===== config.mk =====
export PLATFORM = sky130hd
export DESIGN_NAME = ghostbus_arb
export DESIGN_NICKNAME = d
export VERILOG_FILES = /design/src/rtl/ghostbus_arb.sv
export SDC_FILE = /design/constraint.sdc
export NUM_CORES = 1
export LEC_CHECK = 0
export CAP_MARGIN = 25
export CORE_MARGIN = 2
export CORE_UTILIZATION = 40
export CTS_BUF_LIST = sky130_fd_sc_hd__clkbuf_8 sky130_fd_sc_hd__clkbuf_16
export DETAILED_ROUTE_END_ITERATION = 7
export GPL_ROUTABILITY_DRIVEN = 0
export MAX_ROUTING_LAYER = met4
export PLACE_DENSITY = 0.8
export SLEW_MARGIN = 30
export SYNTH_ARGS = -nofsm -noshare
export SYNTH_HDL_FRONTEND = slang
export SYNTH_SLANG_ARGS = --single-unit

===== constraint.sdc =====
create_clock -name gb_clk -period 2.05 [get_ports gb_clk]
set_clock_uncertainty 0.2 [all_clocks]
set_input_delay 0.3075 -clock gb_clk [delete_from_list [all_inputs] [get_ports gb_clk]]
set_output_delay 0.3075 -clock gb_clk [all_outputs]
set_load 0.02 [all_outputs]

===== src/rtl/ghostbus_arb.sv =====
// ghostbus_arb: two-master round-robin arbiter in front of a fixed-latency ghostbus.
//
// Handshake: a master raises req with addr/wdata/we stable and holds req until
// it sees its one-cycle ack. The arbiter copies the winner's fields when it
// grants, so anything the master does to them after the grant is ignored.
// Read data appears on the owner's rdata in the same cycle as its ack.
//
// Every output is a register. o_dbg_state mirrors the FSM:
// 0 = IDLE, 1 = ISSUE, 2 = WAIT, 3 = DONE.
module ghostbus_arb #(
    parameter int AW = 12,
    parameter int DW = 32,
    parameter int RL = 1     // ghostbus read latency, legal range 1..8
) (
    input  logic          gb_clk,
    input  logic          gb_rst,
    input  logic          m0_req,
    input  logic [AW-1:0] m0_addr,
    input  logic [DW-1:0] m0_wdata,
    input  logic          m0_we,
    output logic          m0_ack,
    output logic [DW-1:0] m0_rdata,
    input  logic          m1_req,
    input  logic [AW-1:0] m1_addr,
    input  logic [DW-1:0] m1_wdata,
    input  logic          m1_we,
    output logic          m1_ack,
    output logic [DW-1:0] m1_rdata,
    output logic [1:0]    gnt,
    output logic [AW-1:0] gb_addr,
    output logic [DW-1:0] gb_dout,
    output logic          gb_we,
    input  logic [DW-1:0] gb_din,
    output logic [1:0]    o_dbg_state
);

    localparam int CW = $clog2(RL + 1);

    typedef enum logic [1:0] {
        S_IDLE  = 2'd0,
        S_ISSUE = 2'd1,
        S_WAIT  = 2'd2,
        S_DONE  = 2'd3
    } state_t;

    state_t        r_state;
    logic          r_owner;     // 0 = m0, 1 = m1
    logic          r_last_m1;   // 1 when m1 was granted most recently
    logic [1:0]    r_mask;      // acks seen in the previous cycle, {m1, m0}
    logic          r_we;
    logic [CW-1:0] r_cnt;

    logic w_elig0;
    logic w_elig1;
    logic w_pick_m1;
    logic w_any;

    // A requester acked in the previous cycle sits out one arbitration; on a
    // tie the requester that was not granted last wins.
    assign w_elig0   = m0_req & ~r_mask[0];
    assign w_elig1   = m1_req & ~r_mask[1];
    assign w_any     = w_elig0 | w_elig1;
    assign w_pick_m1 = w_elig1 & (~w_elig0 | ~r_last_m1);

    assign o_dbg_state = r_state;

    // Transaction FSM: grant, drive the bus, wait out the read latency, ack.
    always_ff @(posedge gb_clk) begin
        if (gb_rst) begin
            r_state   <= S_IDLE;
            r_owner   <= 1'b0;
            r_last_m1 <= 1'b1;      // m0 wins the first tie after reset
            r_mask    <= 2'b00;
            r_we      <= 1'b0;
            r_cnt     <= '0;
            gnt       <= 2'b00;
            gb_addr   <= '0;
            gb_dout   <= '0;
            gb_we     <= 1'b0;
            m0_ack    <= 1'b0;
            m1_ack    <= 1'b0;
            m0_rdata  <= '0;
            m1_rdata  <= '0;
        end else begin
            r_mask <= {m1_ack, m0_ack};
            m0_ack <= 1'b0;
            m1_ack <= 1'b0;
            case (r_state)
                S_IDLE: begin
                    if (w_any) begin
                        r_owner   <= w_pick_m1;
                        r_last_m1 <= w_pick_m1;
                        gnt       <= w_pick_m1 ? 2'b10 : 2'b01;
                        r_we      <= w_pick_m1 ? m1_we : m0_we;
                        gb_we     <= w_pick_m1 ? m1_we : m0_we;
                        gb_addr   <= w_pick_m1 ? m1_addr : m0_addr;
                        gb_dout   <= w_pick_m1 ? m1_wdata : m0_wdata;
                        r_state   <= S_ISSUE;
                    end
                end
                S_ISSUE: begin
                    gb_we   <= 1'b0;
                    gb_dout <= '0;
                    if (r_we) begin
                        gb_addr <= '0;
                        m0_ack  <= ~r_owner;
                        m1_ack  <= r_owner;
                        r_state <= S_DONE;
                    end else begin
                        // address stays on the bus while the read data arrives
                        r_cnt   <= CW'(RL);
                        r_state <= S_WAIT;
                    end
                end
                S_WAIT: begin
                    if (r_cnt == CW'(1)) begin
                        if (r_owner) begin
                            m1_rdata <= gb_din;
                        end else begin
                            m0_rdata <= gb_din;
                        end
                        gb_addr <= '0;
                        m0_ack  <= ~r_owner;
                        m1_ack  <= r_owner;
                        r_state <= S_DONE;
                    end else begin
                        r_cnt <= r_cnt - CW'(1);
                    end
                end
                S_DONE: begin
                    gnt     <= 2'b00;
                    r_state <= S_IDLE;
                end
                default: begin
                    r_state <= S_IDLE;
                end
            endcase
        end
    end

endmodule


Word-level counts from Yosys, hierarchy flattened
Index checks and enable logic that the tools add are counted.

storage, ports and cells
  bits in registers = 121
  output and inout port bits = 115
  logic and storage cells = 72

operators by class
  $add $sub $neg = 1
  equal/unequal tests = 7
  mux-type cells = 27
  bitwise gates (word level) = 10
  reductions and logical operators = 13

operators with widths
  cell                                                             number
  32-bit two-way mux                                               2
  32-bit one-hot mux with 2 select lines                           1
  12-bit two-way mux                                               4
  12-bit one-hot mux with 3 select lines                           1
  2-bit AND reduction                                              5
  1-bit two-way mux                                                9
  2-bit two-way mux                                                4
  2-bit != test, second input constant                             4
  1-bit one-hot mux with 2 select lines                            4
  2-bit one-hot mux with 4 select lines                            1
  3-bit AND reduction                                              2
  2-bit nonzero test                                               3
  1-bit NOT                                                        5
  2-bit == test, second input constant                             2
  2-bit one-hot mux with 2 select lines                            1
  4-bit AND reduction                                              1
  1-bit bitwise AND                                                3
  3-bit nonzero test                                               1
  2-bit by 1-bit == test with 1-bit output, second input constant  1
  2-bit zero test                                                  1
  1-bit OR                                                         2
  1-bit subtractor, second input constant                          1

Depth between registers and ports, before layout
Gate-level depths: netlist of the first run.

  depth after elaboration = 8
  depth in mapped cells = 9
  depth with buffers taken out = 6

Least setup slack after synthesis of the first run
No wires, ideal clock.

  path type = register to register
  from = register r_state[0] (netlist: o_dbg_state[0])
  to = register gb_dout[10]
  arrival = 1.780 ns
  required time = 1.780 ns
  slack = 0.000 ns
  cell stages (with the launch flop) = 9
  buffers on the path = 2
  cells stage by stage = dfxtp_1 > inv_1 > ha_1 > buf_2 > nor2_1 > a31oi_1 > nor2_1 > clkbuf_1 > o2bb2ai_1

between the ends
  cells in the longest elaborated chain, start to end = 3
  elaborated cells between the ends (all ways) = 6
  those cells by class = 2 x eq/ne; 1 x mux; 3 x reduce/logical

RTL lines
  what                                                                         RTL line  text
  start: declaration                                                           46        state_t r_state;
  start signal: assignment                                                     70        r_state <= S_IDLE;
  start signal: assignment                                                     98        r_state <= S_ISSUE;
  start signal: assignment                                                     108       r_state <= S_DONE;
  2-bit by 1-bit == test with 1-bit output or 2-bit zero test (tied branches)  88        case (r_state)
  2-bit nonzero test (no line) or 2-bit != test (tied branches)                n/a
  2-bit AND reduction (no line)                                                n/a
  end signal: assignment                                                       97        gb_dout <= w_pick_m1 ? m1_wdata : m0_wdata;
  end: declaration                                                             31        output logic [DW-1:0] gb_dout,

Several ways; a longest one is shown, not always the timed one.
A chain may end at the register's enable or synchronous reset.

Worst setup path after layout of the first run
  from = register r_state[0] (netlist: o_dbg_state[0])
  to = register gb_dout[23]

The elaborated chain is that of the path after synthesis.

==> impl_metrics.env, run 1 <==
export IMPL_drv_cap=0
export IMPL_utilization_pct=67.69
export IMPL_vias_per_cell=5.192
export IMPL_end_kind="flop"
export IMPL_crit_arrival_ps=2040
export IMPL_place_area_mm2=0.007440
export IMPL_power_density_mw_per_mm2=1117
export IMPL_clkSinkCount=121
export IMPL_totalWireLength_um=15330
export IMPL_synth_fa_ha_area_share_pct=1.552
export IMPL_die_y_um=114.0
export IMPL_numCtsBuffers=17
export IMPL_clkLatencyLatePin_ps=410
export IMPL_cp_top_family="buffers and inverters"
export IMPL_yosys_area_share_xor_xnor_pct=0
export IMPL_synth_area_leaders="dfxtp_1 50%, nand2_1 10%, a21oi_1 8.6%"
export IMPL_fin_ws_ps=141.5
export IMPL_required_ps=2180
export IMPL_startpoint_type="flop"
export IMPL_drtIter0Drc=321
export IMPL_ir_drop_v=0.0009918
export IMPL_async_reset_ff_share_pct=0
export IMPL_core_mm2=0.01191
export IMPL_synth_area_leader_cell="dfxtp_1"
export IMPL_clock_fmax_mhz=524.0
export IMPL_synth_area_mm2=0.004838
export IMPL_final_max_slew_viol_count=0
export IMPL_grt_usage_pct=23.85
export IMPL_io_buffers=240
export IMPL_drc=0
export IMPL_synth_top_cell_area_share_pct=50.06
export IMPL_htreeDepth=4
export IMPL_gr_total_overflow=0
export IMPL_p_leak_uw=0.003040
export IMPL_max_stage_delay_ps=360
export IMPL_antenna_left=0
export IMPL_synth_avg_cell_area_um2=8.878
export IMPL_die_area_mm2=0.01299
export IMPL_slowest_stage="or3_1"
export IMPL_setup_violations=0
export IMPL_yosys_warnings=0
export IMPL_grt_pass1_vias=4845
export IMPL_synthCells=545
export IMPL_antenna_cells=0
export IMPL_drive_above_1_share_pct=7.673
export IMPL_finalCriticalPeriod_ps=1908
export IMPL_clockBufferDepth=2
export IMPL_pin_count=241
export IMPL_worst_slew_pin_slew_ps=661.0
export IMPL_setup_tns_ps=0
export IMPL_cts_root_buf="clkbuf_16"
export IMPL_ys_ff_latch=121
export IMPL_drt_first_pass_iters=4
export IMPL_cts_tree="yes"
export IMPL_dp_slack_ps=-32.76
export IMPL_status="complete, no violations"
export IMPL_slew_headroom_pct=55.93
export IMPL_crit_type="flop to flop"
export IMPL_seq_area_frac_synth_pct=50.06
export IMPL_num_nets_final=914
export IMPL_wl_per_cell_um=16.27
export IMPL_yosys_area_share_simple_pct=15.05
export IMPL_grt_pass1_wl_um=23860
export IMPL_rsz0062_at_grt="no"
export IMPL_grt_max_degree=65
export IMPL_synth_top_family_by_area="compound AO/OA/AOI/OAI gates"
export IMPL_syn_num_nets=677
export IMPL_areaGrowthSynthToFinish_pct=66.64
export IMPL_crit_buf_inv=2
export IMPL_dp_hpwl_um=10900
export IMPL_synth_main_ff_cell="dfxtp_1"
export IMPL_vias=4891
export IMPL_synth_most_common_cell="nand2_1"
export IMPL_antenna_found_initial=0
export IMPL_hold_class="flop to flop"
export IMPL_cts_setup_buffers=0
export IMPL_clk_pin_slew_ps=50
export IMPL_finalInstanceArea_mm2=0.008063
export IMPL_synth_commonest_cells="133 x nand2_1, 121 x dfxtp_1, 83 x a21oi_1"
export IMPL_synth_compound_area_share_pct=21.33
export IMPL_critical_path_max_fanout=33
export IMPL_initial_core_util_pct=40.62
export IMPL_die_w_um=114.0
export IMPL_synth_edf_count=0
export IMPL_synth_mux_area_share_pct=7.034
export IMPL_ys_types=33
export IMPL_critical_path_cell_chain="inv_1 -> ha_1 -> o21ai_2 -> or3_1 -> buf_12 -> o2bb2ai_1"
export IMPL_hold_viol=0
export IMPL_num_rows=40
export IMPL_period_share_pct=93.10
==> kinds of logic (layout without fill, tap and decap cells) <==
| family | Yosys count | count (layout) |
|---|---|---|
| simple gates | 171 | 171 |
| compound gates | 164 | 164 |
| flops | 121 | 121 |
| buf+inv | 49 | 299 |
| mux | 34 | 34 |
| fa+ha+maj | 6 | 6 |
==> per-stage QoR <==
step | hold slack, ps | instances | total power, µW
after floorplan | 243.5 | 545 | 4636
after global placement | 241.9 | 909 | 5942
after detailed placement | 245.7 | 909 | 6035
after CTS | 252.6 | 942 | 9037
after global routing | 269.5 | 942 | 9447
final | 252.9 | 942 | 9010
==> sequential cells by signal (all words and copies together) (netlist names) <==
register	flops
gb_addr	12
r_owner	1
gnt	2
gb_dout	32
r_mask	2
r_last_m1	1
m0_ack	1
m0_rdata	32
m1_rdata	32
r_we	1
m1_ack	1
o_dbg_state	2
r_cnt	1
gb_we	1
==> per-layer routing <==
layer	vias up	GRT usage [%]	part of all wire, %
met5	-	-	0
met4	0	7.886	1.1
met3	14	7.439	8.2
met2	204	39.52	50
met1	2309	27.52	40
li1	2364	-	-
==> worst reg2reg max path, cell delays in order (launching register included) <==
cell	delay (ps)
dfxtp_2	340
inv_1	170
ha_1	320
o21ai_2	90
or3_1	360
buf_12	190
o2bb2ai_1	170
==> placed cells by master (no fill, tap or decap), types with 4 or more instances in the layout <==
| cell type | Yosys | layout |
|---|---|---|
| clkdlybuf4s50_1 | 0 | 238 |
| nand2_1 | 133 | 133 |
| dfxtp_1 | 121 | 120 |
| a21oi_1 | 83 | 83 |
| mux2i_1 | 34 | 34 |
| o2bb2ai_1 | 33 | 33 |
| clkbuf_16 | 0 | 17 |
| buf_4 | 0 | 16 |
| and3_1 | 14 | 14 |
| a21boi_0 | 13 | 13 |
| o211ai_1 | 13 | 13 |
| o21ai_0 | 8 | 8 |
| o21ai_1 | 7 | 7 |
| inv_1 | 4 | 6 |
| ha_1 | 6 | 6 |
| clkbuf_8 | 0 | 6 |
| buf_12 | 0 | 6 |
| nor2b_1 | 5 | 5 |
| clkinv_2 | 0 | 4 |
==> layout make-up <==
type                       count  area (µm²)
fill                         929        3849
timing repair buffer         263        2650
sequential                   121        2424
multi-input combinational    375        2187
clock buffer                  23       508.0
tap                          147       183.9
clock inverter                 9       95.09
inverter                       4       15.01
==> power breakdown <==
| group | switching, µW | internal [µW] | leakage (µW) |
|---|---|---|---|
| Sequential | 228 | 2740 | 0.000983 |
| Combinational | 1630 | 1450 | 0.00175 |
| Clock | 1010 | 1960 | 0.000307 |
==> final timing paths <==
kind / startpoint / to / slack [ps] / cells past startpoint
worst max-delay path: o_dbg_state[0] / gb_dout[23] / 140 / 6
worst min-delay path: m1_rdata[27] / m1_rdata[27] / 250 / 2
worst max register to register: o_dbg_state[0] / gb_dout[23] / 140 / 6
worst min register to register: m1_rdata[27] / m1_rdata[27] / 250 / 2
==> timing repair <==
action	CTS	global route
gates resized for setup	0	4
hold buffers	1	0
hold endpoints to repair	3	0
endpoints found under the setup margin	0	3
Note: power is estimated with default switching activity, not from simulation.
==> inputs of run 2 (changes only) <==
--- a/config.mk
+++ b/config.mk
@@ -12,7 +12,7 @@
 export DETAILED_ROUTE_END_ITERATION = 7
 export GPL_ROUTABILITY_DRIVEN = 0
 export MAX_ROUTING_LAYER = met4
-export PLACE_DENSITY = 0.8
+export PLACE_DENSITY = 0.9
 export SLEW_MARGIN = 30
 export SYNTH_ARGS = -nofsm -noshare
 export SYNTH_HDL_FRONTEND = slang
==> impl_metrics.env, run 2 (synthesis gave the netlist of run 1 again) <==
export IMPL_status="complete, no violations"
export IMPL_crit_arrival_ps=1480
export IMPL_holdCritStartpoint="m0_rdata[22]"
export IMPL_grt_usage_pct=24.31
export IMPL_crit_type="flop to output pin"
export IMPL_totalWireLength_um=15350
export IMPL_whs_path_depth=2
export IMPL_setup_tns_ps=0
export IMPL_power_frac_comb_pct=33.4
export IMPL_finalInstanceArea_mm2=0.008083
export IMPL_hold_class="flop to flop"
export IMPL_cp_top_family="buffers and inverters"
export IMPL_switchingPower_uw=2839
export IMPL_antenna_found_initial=0
export IMPL_drt_first_pass_iters=4
export IMPL_required_ps=1540
export IMPL_drive_above_1_share_pct=7.566
export IMPL_num_nets_final=913
export IMPL_cts_tree="yes"
export IMPL_num_rows=40
export IMPL_grt_pass1_wl_um=24000
export IMPL_final_common_cell="clkdlybuf4s50_1"
export IMPL_drv_cap=0
export IMPL_startpoint_type="flop"
export IMPL_switching_share_pct=31.12
export IMPL_dp_hpwl_um=10620
export IMPL_drc=0
export IMPL_register_area_mm2=0.002424
export IMPL_critical_path_cell_chain="clkdlybuf4s50_1"
export IMPL_p_clk_share_pct=34.0
export IMPL_wl_per_cell_um=16.33
export IMPL_pin_count=241
export IMPL_finalNonFillerCells=940
export IMPL_finalCriticalPeriod_ps=1989
export IMPL_slew_headroom_pct=75.06
export IMPL_clkSinkCount=121
export IMPL_max_stage_delay_ps=660
export IMPL_gr_total_overflow=0
export IMPL_final_cell_mix="239 x clkdlybuf4s50_1, 133 x nand2_1, 120 x dfxtp_1"
export IMPL_drtIter0Drc=317
export IMPL_die_w_um=114.0
export IMPL_multi_input_area_mm2=0.002183
export IMPL_critical_path_startpoint="o_dbg_state[0]"
export IMPL_vias=4772
export IMPL_vias_per_cell=5.077
export IMPL_grt_pass1_vias=4713
export IMPL_clock_fmax_mhz=502.7
export IMPL_initial_core_util_pct=40.62
export IMPL_seq_power_share_pct=32.5
export IMPL_p_leak_uw=0.003024
export IMPL_largestRegisters="gb_dout (32), m0_rdata (32), m1_rdata (32)"
export IMPL_grt_max_degree=86
export IMPL_ir_drop_v=0.0007981
export IMPL_cts_root_buf="clkbuf_16"
export IMPL_period_share_pct=97.03
export IMPL_die_area_mm2=0.01299
export IMPL_clk_pin_slew_ps=50
export IMPL_nFillCells=924
export IMPL_die_y_um=114.0
export IMPL_core_mm2=0.01191
export IMPL_final_max_slew_viol_count=0
export IMPL_worst_slew_pin_slew_ps=364.7
export IMPL_r2r_start="o_dbg_state[0]"
export IMPL_slowest_stage="clkdlybuf4s50_1"
export IMPL_p_int_uw=6284
export IMPL_crit_buf_inv=1
export IMPL_path_depth=1
export IMPL_rsz0062_at_grt="no"
export IMPL_hold_viol=0
export IMPL_numCtsBuffers=17
export IMPL_areaGrowthSynthToFinish_pct=67.05
export IMPL_antenna_cells=0
export IMPL_io_buffers=240
export IMPL_antenna_left=0
export IMPL_power_density_mw_per_mm2=1129
export IMPL_end_kind="output pin"
export IMPL_reg2reg_depth=6
export IMPL_critical_path_max_fanout=5
export IMPL_clkLatencyLatePin_ps=410
export IMPL_clockBufferDepth=2
export IMPL_htreeDepth=4
export IMPL_place_area_mm2=0.007445
export IMPL_dp_cells=908
export IMPL_setup_violations=0
run 2: changes by cell type in the layout (fill, tap and decap cells not counted), sizes merged:
cell	change
buf	-1
bufinv	+1
clkdlybuf4s50	+1
clkinv	-1
dlymetal6s2s	-1
inv	-1
run 2: repair_timing:
action                     in CTS  in global routing
hold endpoints to repair        1                  0
hold buffers                    1                  0
resized for setup               0                  2
setup buffers                   0                  0
setup endpoints to repair       0                 38
run 2: layer usage:
layer / share of wire [%] / vias to the layer above / GRT usage (%)
met5: 0 / - / -
met3: 8.0 / 30 / 8.023
met1: 40 / 2198 / 27.25
li1: - / 2365 / -
met4: 2.5 / 0 / 9.593
met2: 49 / 179 / 40.16
run 2: power by group through the flow:
stage	logic, µW	registers, µW	clock network [µW]
finish	3050	2970	3100
global route	3290	3010	3250
CTS	3050	2960	3160
detailed placement	3030	3000	0
global placement	2980	3000	0
floorplan	1240	3390	0
run 2: path summary, 6_finish.rpt:
check	end	slack, ps
setup / recovery	o_dbg_state[0]	60
hold / removal	m0_rdata[22]	250
setup reg to reg	gb_dout[10]	120
hold reg to reg	m0_rdata[22]	250
run 2: cell type report:
cell class              instances  area share (%)
inverters                       4          0.1858
flip-flops and latches        121           29.98
clock buffers                  23           6.285
multi-input cells             375           27.01
repair buffers                262           32.82
well taps                     147           2.276
clock inverters                 8           1.440
run 2: stage by stage:
stage | util (%) | setup slack, ps | total power [µW] | hold slack (ps)
5_1_grt | 67.86 | 5.211 | 9559 | 269.3
4_1_cts | 67.83 | 15.48 | 9170 | 252.7
3_3_place_gp | 62.50 | 32.22 | 5981 | 240.5
3_5_place_dp | 62.50 | -49.25 | 6034 | 245.7
2_1_floorplan | - | -0.2468 | 4636 | 243.5
6_report | 67.86 | 60.83 | 9123 | 250.9
